`config.mk`:
```
export PLATFORM = sky130hd
export DESIGN_NAME = fwd_tnew_pipe
export DESIGN_NICKNAME = d
export VERILOG_FILES = /design/src/rtl/fwd_tnew_pipe_pkg.sv /design/src/rtl/fwd_lookup.sv /design/src/rtl/fwd_tnew_pipe.sv
export SDC_FILE = /design/constraint.sdc
export NUM_CORES = 1
export LEC_CHECK = 0
export CAP_MARGIN = 5
export CELL_PAD_IN_SITES_DETAIL_PLACEMENT = 0
export CELL_PAD_IN_SITES_GLOBAL_PLACEMENT = 2
export CORE_AREA = 3 3 190 118
export CTS_BUF_LIST = sky130_fd_sc_hd__clkbuf_8
export CTS_CLUSTER_DIAMETER = 150
export DETAILED_ROUTE_END_ITERATION = 7
export DIE_AREA = 0 0 193 121
export PLACE_DENSITY = 0.91
export SLEW_MARGIN = 20
export SYNTH_ARGS = -nofsm -noshare
export SYNTH_HDL_FRONTEND = slang
export SYNTH_SLANG_ARGS = --single-unit
```
`constraint.sdc`:
```
create_clock -name clk -period 3.48 [get_ports clk]
set_clock_uncertainty 0.15 [all_clocks]
set_input_delay 0.696 -clock clk [delete_from_list [all_inputs] [get_ports clk]]
set_output_delay 0.696 -clock clk [all_outputs]
set_load 0.05 [all_outputs]
```
`src/rtl/fwd_tnew_pipe_pkg.sv`:
```
// rtl/fwd_tnew_pipe_pkg.sv - shared encodings and stage record for the forwarding pipe
package fwd_tnew_pipe_pkg;

    // Source-select encodings seen on rs_sel / rt_sel
    localparam logic [1:0] SEL_GRF = 2'd0;
    localparam logic [1:0] SEL_E   = 2'd1;
    localparam logic [1:0] SEL_M   = 2'd2;
    localparam logic [1:0] SEL_W   = 2'd3;

    // Cycles from E entry until the result exists, per instruction class
    localparam logic [1:0] TNEW_JAL  = 2'd0;
    localparam logic [1:0] TNEW_CAL  = 2'd1;
    localparam logic [1:0] TNEW_LOAD = 2'd2;

    // Widest register address a stage record can carry; AW must not exceed it
    localparam int MAX_AW = 8;

    // One pipeline stage's view of the instruction it holds
    typedef struct packed {
        logic              valid;
        logic [MAX_AW-1:0] wa;
        logic [1:0]        tnew;
    } stage_t;

    // tnew ages by one cycle per stage hop and never wraps below zero
    function automatic logic [1:0] tnew_dec(input logic [1:0] t);
        return (t == 2'd0) ? 2'd0 : t - 2'd1;
    endfunction

endpackage

```
`src/rtl/fwd_lookup.sv`:
```
// rtl/fwd_lookup.sv - per-source forwarding select and hazard detection
module fwd_lookup
    import fwd_tnew_pipe_pkg::*;
#(
    parameter int DW = 32,
    parameter int AW = 5
) (
    input  logic [AW-1:0] src_addr,
    input  logic [1:0]    tuse,
    input  logic [DW-1:0] grf_data,
    input  stage_t        e_stage,
    input  stage_t        m_stage,
    input  stage_t        w_stage,
    input  logic [DW-1:0] e_wd,
    input  logic [DW-1:0] m_wd,
    input  logic [DW-1:0] w_wd,
    output logic [1:0]    sel,
    output logic [DW-1:0] data,
    output logic          hazard
);

    logic [MAX_AW-1:0] addr_ext;
    logic              e_hit;
    logic              m_hit;
    logic              w_hit;

    logic              pick_valid;
    logic [1:0]        pick_tnew;
    logic [1:0]        pick_sel;
    logic [DW-1:0]     pick_wd;

    assign addr_ext = MAX_AW'(src_addr);

    // A stage writing $0 never produces a usable value, so it cannot match
    assign e_hit = e_stage.valid && (e_stage.wa != '0) && (e_stage.wa == addr_ext);
    assign m_hit = m_stage.valid && (m_stage.wa != '0) && (m_stage.wa == addr_ext);
    assign w_hit = w_stage.valid && (w_stage.wa != '0) && (w_stage.wa == addr_ext);

    // Youngest matching stage wins, since it holds the newest value of the register
    always_comb begin
        pick_valid = 1'b0;
        pick_tnew  = 2'd0;
        pick_sel   = SEL_GRF;
        pick_wd    = grf_data;
        if (e_hit) begin
            pick_valid = 1'b1;
            pick_tnew  = e_stage.tnew;
            pick_sel   = SEL_E;
            pick_wd    = e_wd;
        end else if (m_hit) begin
            pick_valid = 1'b1;
            pick_tnew  = m_stage.tnew;
            pick_sel   = SEL_M;
            pick_wd    = m_wd;
        end else if (w_hit) begin
            pick_valid = 1'b1;
            pick_tnew  = w_stage.tnew;
            pick_sel   = SEL_W;
            pick_wd    = w_wd;
        end
    end

    // Forward a ready value now; stall only if it will arrive too late for D
    always_comb begin
        sel    = SEL_GRF;
        data   = grf_data;
        hazard = 1'b0;
        if (pick_valid) begin
            if (pick_tnew == 2'd0) begin
                sel  = pick_sel;
                data = pick_wd;
            end else if (pick_tnew > tuse) begin
                hazard = 1'b1;
            end
        end
    end

endmodule

```
`src/rtl/fwd_tnew_pipe.sv`:
```
// rtl/fwd_tnew_pipe.sv - E/M/W writer tracking with tnew/tuse forwarding and stall request
module fwd_tnew_pipe
    import fwd_tnew_pipe_pkg::*;
#(
    parameter int DW = 32,
    parameter int AW = 5
) (
    input  logic          clk,
    input  logic          reset,
    input  logic          d_valid,
    input  logic [AW-1:0] d_wa,
    input  logic [1:0]    d_tnew,
    input  logic          stall,
    input  logic          flush,
    input  logic [DW-1:0] e_wd,
    input  logic [DW-1:0] m_wd,
    input  logic [DW-1:0] w_wd,
    input  logic [AW-1:0] rs_addr,
    input  logic [AW-1:0] rt_addr,
    input  logic [1:0]    tuse_rs,
    input  logic [1:0]    tuse_rt,
    input  logic [DW-1:0] grf_rs,
    input  logic [DW-1:0] grf_rt,
    output logic [1:0]    rs_sel,
    output logic [1:0]    rt_sel,
    output logic [DW-1:0] rs_data,
    output logic [DW-1:0] rt_data,
    output logic          stall_req
);

    stage_t e_q, m_q, w_q;
    stage_t e_next, m_next, w_next;

    logic   rs_hazard;
    logic   rt_hazard;

    // Stall and flush both turn the D->E transfer into a bubble; $0 writers enter as bubbles too
    always_comb begin
        e_next = '0;
        if (!(stall || flush) && d_valid && (d_wa != '0)) begin
            e_next.valid = 1'b1;
            e_next.wa    = MAX_AW'(d_wa);
            e_next.tnew  = d_tnew;
        end
    end

    // Downstream stages always advance; tnew ages per hop and is zero by the time W is reached
    always_comb begin
        m_next      = e_q;
        m_next.tnew = tnew_dec(e_q.tnew);
        w_next      = m_q;
        w_next.tnew = 2'd0;
    end

    // Stage registers; reset empties the pipe immediately
    always_ff @(posedge clk or negedge reset) begin
        if (!reset) begin
            e_q <= '0;
            m_q <= '0;
            w_q <= '0;
        end else begin
            e_q <= e_next;
            m_q <= m_next;
            w_q <= w_next;
        end
    end

    fwd_lookup #(
        .DW (DW),
        .AW (AW)
    ) u_rs_lookup (
        .src_addr (rs_addr),
        .tuse     (tuse_rs),
        .grf_data (grf_rs),
        .e_stage  (e_q),
        .m_stage  (m_q),
        .w_stage  (w_q),
        .e_wd     (e_wd),
        .m_wd     (m_wd),
        .w_wd     (w_wd),
        .sel      (rs_sel),
        .data     (rs_data),
        .hazard   (rs_hazard)
    );

    fwd_lookup #(
        .DW (DW),
        .AW (AW)
    ) u_rt_lookup (
        .src_addr (rt_addr),
        .tuse     (tuse_rt),
        .grf_data (grf_rt),
        .e_stage  (e_q),
        .m_stage  (m_q),
        .w_stage  (w_q),
        .e_wd     (e_wd),
        .m_wd     (m_wd),
        .w_wd     (w_wd),
        .sel      (rt_sel),
        .data     (rt_data),
        .hazard   (rt_hazard)
    );

    assign stall_req = rs_hazard | rt_hazard;

endmodule

```
==> metrics.csv, run 1 <==
stage,metric,value,unit
status,status,finished with violations,
status,violations,setup timing,
setup_path,crit_path_end_kind,output port,
routing,ant_nets,0,
job,cap_violations,0,
timing,fmax,0.2699,GHz
routing,routed_wl,19440,um
timing,setup_violations,65,
finish,nets,896,
global_routing,grt_pass1_wl,27170,um
placement,dp_slack,-562.3,ps
finish,final_area,8283,um2
timing,fin_tns_setup,-10190,ps
timing,hold_viol,0,
yosys,ys_async_sr_fraction,100.0,%
clock_network,htreeDepth,1,
setup_path,r2r_start,e_q[3],
clock_network,holdBufCountCts,0,
timing,slew_headroom,36.64,%
timing,period_share,106.5,%
setup_path,rrSetupSlack,2550,ps
timing,worst_slew_pin_slew,947.5,ps
power,leakagePower,0.003590,uW
routing,initialDrtViolationCount,245,
yosys,synthCells,395,
setup_path,startpoint_type,register,
power,peakVddDrop,191.0,uV
routing,first_pass_iters,6,
timing,rsz0062_at_grt,true,
placement,place_congestion,0.8802,
die,rows,41,
min_path,hold_end,m_q[10],
global_routing,gr-total-overflow,0,
routing,via_per_inst,4.632,
setup_path,r2r-end,m_q[3],
routing,drc_errors,0,
timing,drv_slew,0,
global_routing,antenna_found_initial,0,
clock_network,cts_sinks,22,
timing,setup_slack,-224.7,ps
clock_network,root_buffer,clkbuf_8,
yosys,synth_largest_area_cell,a221o_1,
clock_network,cts_buffers,3,
die,die_x,193,um
placement,port_buffers,254,
die,dieArea,23350,um2
clock_network,clk_pin_slew,80,ps
finish,drive_gt1_share,39.72,%
clock_network,cts_tree,yes,
setup_path,cp_data_arrival_time,2860,ps
global_routing,grt_max_degree,29,
setup_path,critPathMaxFanout,5,
yosys,ys_types,45,
finish,area_growth_syn_to_layout,135.1,%
min_path,whs_path_depth,0,
global_routing,grt_pass1_vias,4564,
yosys,yosysSeqAreaShare,15.63,%
finish,diodes,0,
routing,wl_per_cell,19.76,um
finish,fin_util,39.77,%
die,core_area,20830,um2
timing,post-route-min-period,3705,ps
yosys,synth_seq_cells,22,
yosys,yosysWarningCount,0,
placement,dp_hpwl,14450,um
power,power.density,148.5,nW/um2
yosys,ys.flop_type,dfrtp_1,
setup_path,r2r.worst_path.cells,2,
clock_network,clockBufferDepth,2,
yosys,synth_area_leaders,"a221o_1, dfrtp_1, mux2_4, mux2_2, nor3_1",
min_path,min_from,e_q[10],
yosys,synthesis.area,3523,um2
placement,place_area,7408,um2
power,finalPower,1230,uW
clock_network,clk_latency,260,ps
setup_path,worstSetupPathType,reg -> out,
global_routing,gr-usage-all-layers,14.97,%
yosys,synthesis.nets,585,
yosys,synth_enable_flop_cells,0,
min_path,worstHoldPathType,reg -> reg,
setup_path,required,2630,ps
yosys,syn_avg_cell_area,8.920,um2
routing,routed-via-count,4558,
die,die_height,121,um
die,ioPinCount,255,
die,start_util,16.92,%
yosys,synth_top_area_share,15.63,%
-- layout make-up --
type	instances	area [um2]
Sequential cell	22	553.0
Multi-Input combinational cell	327	3082
Clock buffer	3	41.29
Fill cell	2035	12540
Timing Repair Buffer	344	4198
Inverter	8	30.03
Tap cell	279	349.1
Clock inverter	1	30.03
-- layout by cell type (no fill, tap or decap), drive strengths merged, types with 5 or more instances in the layout --
master and n:
clkdlybuf4s50 175, buf 163, nor3 66, mux2 61, a221o 55, nand2 33
dfrtp 22, xnor2 22, and2 17, inv 8, xor2 8, clkbuf 7
a211o 6, or4 6, nor2 6, a211oi 5, a21oi 5
-- per-stage QoR --
stage,instances,hold WS [ps]
2_1_floorplan,395,201.9
3_3_place_gp,947,271.0
3_5_place_dp,947,280.2
4_1_cts,971,298.2
5_1_grt,984,313.9
6_report,984,296.1
-- worst max path at each step --
stage          startpoint          to  cells past startpoint
2_1_floorplan  rs_addr[3]   stall_req                     10
3_3_place_gp   rt_addr[4]  rt_data[4]                     10
3_5_place_dp   rt_addr[0]  rt_data[4]                     10
4_1_cts            e_q[3]   stall_req                     12
5_1_grt            e_q[5]   stall_req                     12
6_report           e_q[5]   stall_req                     12
-- synth_stat cells, drive strengths merged, types with 3 or more instances --
cell type,instances
ha,4
xnor2,22
nor3,66
clkbuf,14
xor2,8
a21oi,5
nor2,6
mux2,61
mux2i,3
nand2,33
buf,24
dfrtp,22
a211oi,5
nand4,4
or4,6
a211o,6
and2,17
a221o,55
inv,8
-- what timing repair did --
item                                    4_1_cts  5_1_grt
endpoints found under the setup margin       67       67
cloned                                        6        4
gates resized for setup                     111       37
pin swaps                                    23       15
buffers inserted                             15       15
-- metal layers --
metal	wire [um]	track usage (%)	vias up
met4	76	1.670	0
met1	9303	22.11	2196
li1	-	-	2158
met3	1624	2.598	8
met2	8438	23.43	196
met5	0	0	-
-- cell families after synthesis --
family | synth area share [%]
xor+xnor | 7.457
fa+ha+maj | 1.421
mux | 23.54
buf+inv | 6.925
simple gates | 21.73
compound gates | 23.30
flops | 15.63
-- where the power goes --
part	leakage [uW]	total (uW)	switching, uW	internal, uW
sequential	0.000298	272	10.2	262
combinational	0.00326	725	305	420
clock	0.0000357	232	79.0	153
-- flip-flops by register name, summed over array words and instances (netlist names) --
signal,flops
e_q,8
m_q,8
w_q,6
-- critical path: stages, from the launching register on --
cell	delay, ps
dfrtp_1	380
or4_4	550
nor2_4	130
buf_6	120
nor4_4	30
buf_6	140
buf_8	130
a22o_1	210
ha_1	330
a21oi_2	130
a21oi_1	50
a32o_2	250
buf_8	150
Power figures use the tool's default switching activity.
==> inputs of run 2 (changes only) <==
ABC_AREA = 0   (was not set)
CELL_PAD_IN_SITES_GLOBAL_PLACEMENT = 1   (was 2)
CORE_AREA = 3 3 168 105   (was 3 3 190 118)
DIE_AREA = 0 0 171 108   (was 0 0 193 121)
PLACE_DENSITY = 0.89   (was 0.91)
==> run 2 against run 1 <==
  * The run still ends with setup timing left
  * Final area up 5.1%
  * Sequential power is essentially flat
  * Global-route usage grew 4.6 points
  * Sequential share of layout area fell by 0.31 points
  * Routed wire length rose by 7.5%
  * Register-to-register slack improved by 20 ps
  * Critical path depth shrank 2
==> metrics.csv, run 2 (synthesized netlist as in run 1, its figures left out) <==
stage,metric,value,unit
setup_path,critPathMaxFanout,7,
routing,drc_errors,0,
power,p_switching,404.6,uW
placement,dp_hpwl,13840,um
routing,via_per_inst,5.160,
global_routing,gr-total-overflow,0,
global_routing,grt_pass1_wl,27970,um
placement,place_area,7297,um2
finish,final_common_cell,clkdlybuf4s50_1,
routing,routed-via-count,4742,
setup_path,critPathLaunch,m_q[4],
job,cap_violations,0,
setup_path,worstSetupPathType,reg -> out,
routing,first_pass_iters,5,
routing,ant_nets,0,
clock_network,clk_latency,260,ps
routing,route.met2.wl,9676,um
power,power.density,143.5,nW/um2
finish,instances_no_fill,919,
routing,wl_met1,9071,um
min_path,worstHoldPathType,reg -> reg,
timing,rsz0062_at_grt,true,
finish,diodes,0,
power,leakagePower,0.003760,uW
die,die_x,171,um
timing,post-route-min-period,3742,ps
setup_path,required,2630,ps
finish,top_regs,"e_q x8, m_q x8, w_q x6",
clock_network,clockBufferDepth,2,
routing,wl_per_cell,22.75,um
timing,fmax,0.2672,GHz
finish,drive_gt1_share,42.96,%
placement,dp_slack,-559.5,ps
status,violations,setup timing,
timing,slew_headroom,36.56,%
timing,setup_violations,65,
power,clkPwrFrac,18.9,%
setup_path,cp_data_arrival_time,2900,ps
clock_network,htreeDepth,1,
finish,fill_cells,1365,
setup_path,r2r.worst_path.cells,1,
die,die_height,108,um
finish,nets,901,
power,peakVddDrop,132.9,uV
timing,drv_slew,0,
clock_network,cts_sinks,22,
power,power_frac_comb,59.4,%
setup_path,crit_end,rs_data[0],
routing,routed_wl,20910,um
timing,setup_slack,-261.9,ps
global_routing,antenna_found_initial,0,
die,rows,36,
global_routing,grt_max_degree,23,
power,swShare,32.40,%
die,core_area,16130,um2
timing,hold_viol,0,
die,ioPinCount,255,
finish,mostFrequentLayoutCells,"clkdlybuf4s50_1, buf_12, mux2_4, a221o_1, nor3_1",
routing,wl_met3,1793,um
global_routing,grt_pass1_vias,4821,
status,status,finished with violations,
setup_path,crit_path_end_kind,output port,
placement,place_congestion,0.8222,
placement,dp.cells,869,
setup_path,r2r_start,e_q[1],
clock_network,clk_pin_slew,80,ps
clock_network,cts_buffers,3,
routing,top_layer,met4,
global_routing,gr-usage-all-layers,19.56,%
setup_path,r2r-end,m_q[1],
routing,initialDrtViolationCount,312,
setup_path,startpoint_type,register,
finish,fin_util,53.98,%
setup_path,rrSetupSlack,2570,ps
clock_network,cts_tree,yes,
clock_network,root_buffer,clkbuf_8,
timing,fin_tns_setup,-11540,ps
placement,port_buffers,254,
finish,area_growth_syn_to_layout,147.1,%
die,dieArea,18470,um2
timing,period_share,107.5,%
power,p_int,844.2,uW
finish,final_area,8705,um2
die,start_util,21.85,%
power,p_seq_share,21.7,%
timing,worst_slew_pin_slew,948.6,ps
==> run 2: cell count changes in the layout (fill, tap and decap cells not counted), sizes merged <==
cell / before / now
clkbuf: 7 / 11
buf: 163 / 165
clkdlybuf4s15: 2 / 0
bufbuf: 0 / 1
==> run 2: power groups by stage <==
| stage | clock network (uW) | logic [uW] | registers (uW) |
|---|---|---|---|
| finish | 236 | 742 | 271 |
| global route | 254 | 773 | 272 |
| CTS | 241 | 718 | 270 |
| detailed placement | 0 | 687 | 275 |
| global placement | 0 | 681 | 275 |
| floorplan | 0 | 277 | 274 |
==> run 2: worst min-delay path by stage <==
stage	startpoint	endpoint	slack (ps)	cells past startpoint
floorplan	m_q[10]	w_q[10]	200	0
global placement	e_q[10]	m_q[10]	260	0
detailed placement	e_q[10]	m_q[10]	270	0
CTS	e_q[10]	m_q[10]	290	0
global route	e_q[10]	m_q[10]	300	0
finish	e_q[10]	m_q[10]	280	0
==> run 2: timing repair <==
| action | 4_1_cts | 5_1_grt |
|---|---|---|
| hold buffers | 0 | 0 |
| pin swaps | 27 | 31 |
| endpoints found under the setup margin | 68 | 67 |
| resized for setup | 130 | 69 |
| setup buffers | 22 | 12 |
| gates cloned | 12 | 10 |
==> run 2: cell type report <==
cell class,count,area (um2),area share (%)
Sequential cell,22,554.3,6.368
Timing Repair Buffer,349,4521,51.93
Multi-Input combinational cell,327,3267,37.53
Tap cell,209,261.5,3.004
Inverter,8,30.03,0.3450
Clock buffer,3,41.29,0.4743
Clock inverter,1,30.03,0.3450
==> run 2: through the flow <==
stage,hold WS (ps),power (uW)
6_report,278.4,1249
5_1_grt,299.1,1299
4_1_cts,287.8,1230
3_5_place_dp,271.2,961.7
3_3_place_gp,260.5,955.1
2_1_floorplan,201.9,551.2
==> run 2: routing by layer <==
| metal | vias up | global-route usage [%] |
|---|---|---|
| met3 | 27 | 4.786 |
| met2 | 264 | 32.59 |
| met5 | - | 0 |
| met1 | 2278 | 25.81 |
| li1 | 2173 | - |
| met4 | 0 | 4.248 |
==> run 2: critical path: stages, from the launching register on <==
cell and delay (ps):
dfrtp_1 380, or4_4 570, o211ai_2 220, buf_4 150, buf_6 90, or2_4 220, clkbuf_16 210, nor3_4 40
a221o_1 280, mux2_4 300, buf_8 160
==> inputs of run 3 (changes only) <==
HOLD_SLACK_MARGIN = 0.05   (was not set)
==> results of run 3 <==
Same layout as run 2: the final DEF is identical, and so are final timing and power.
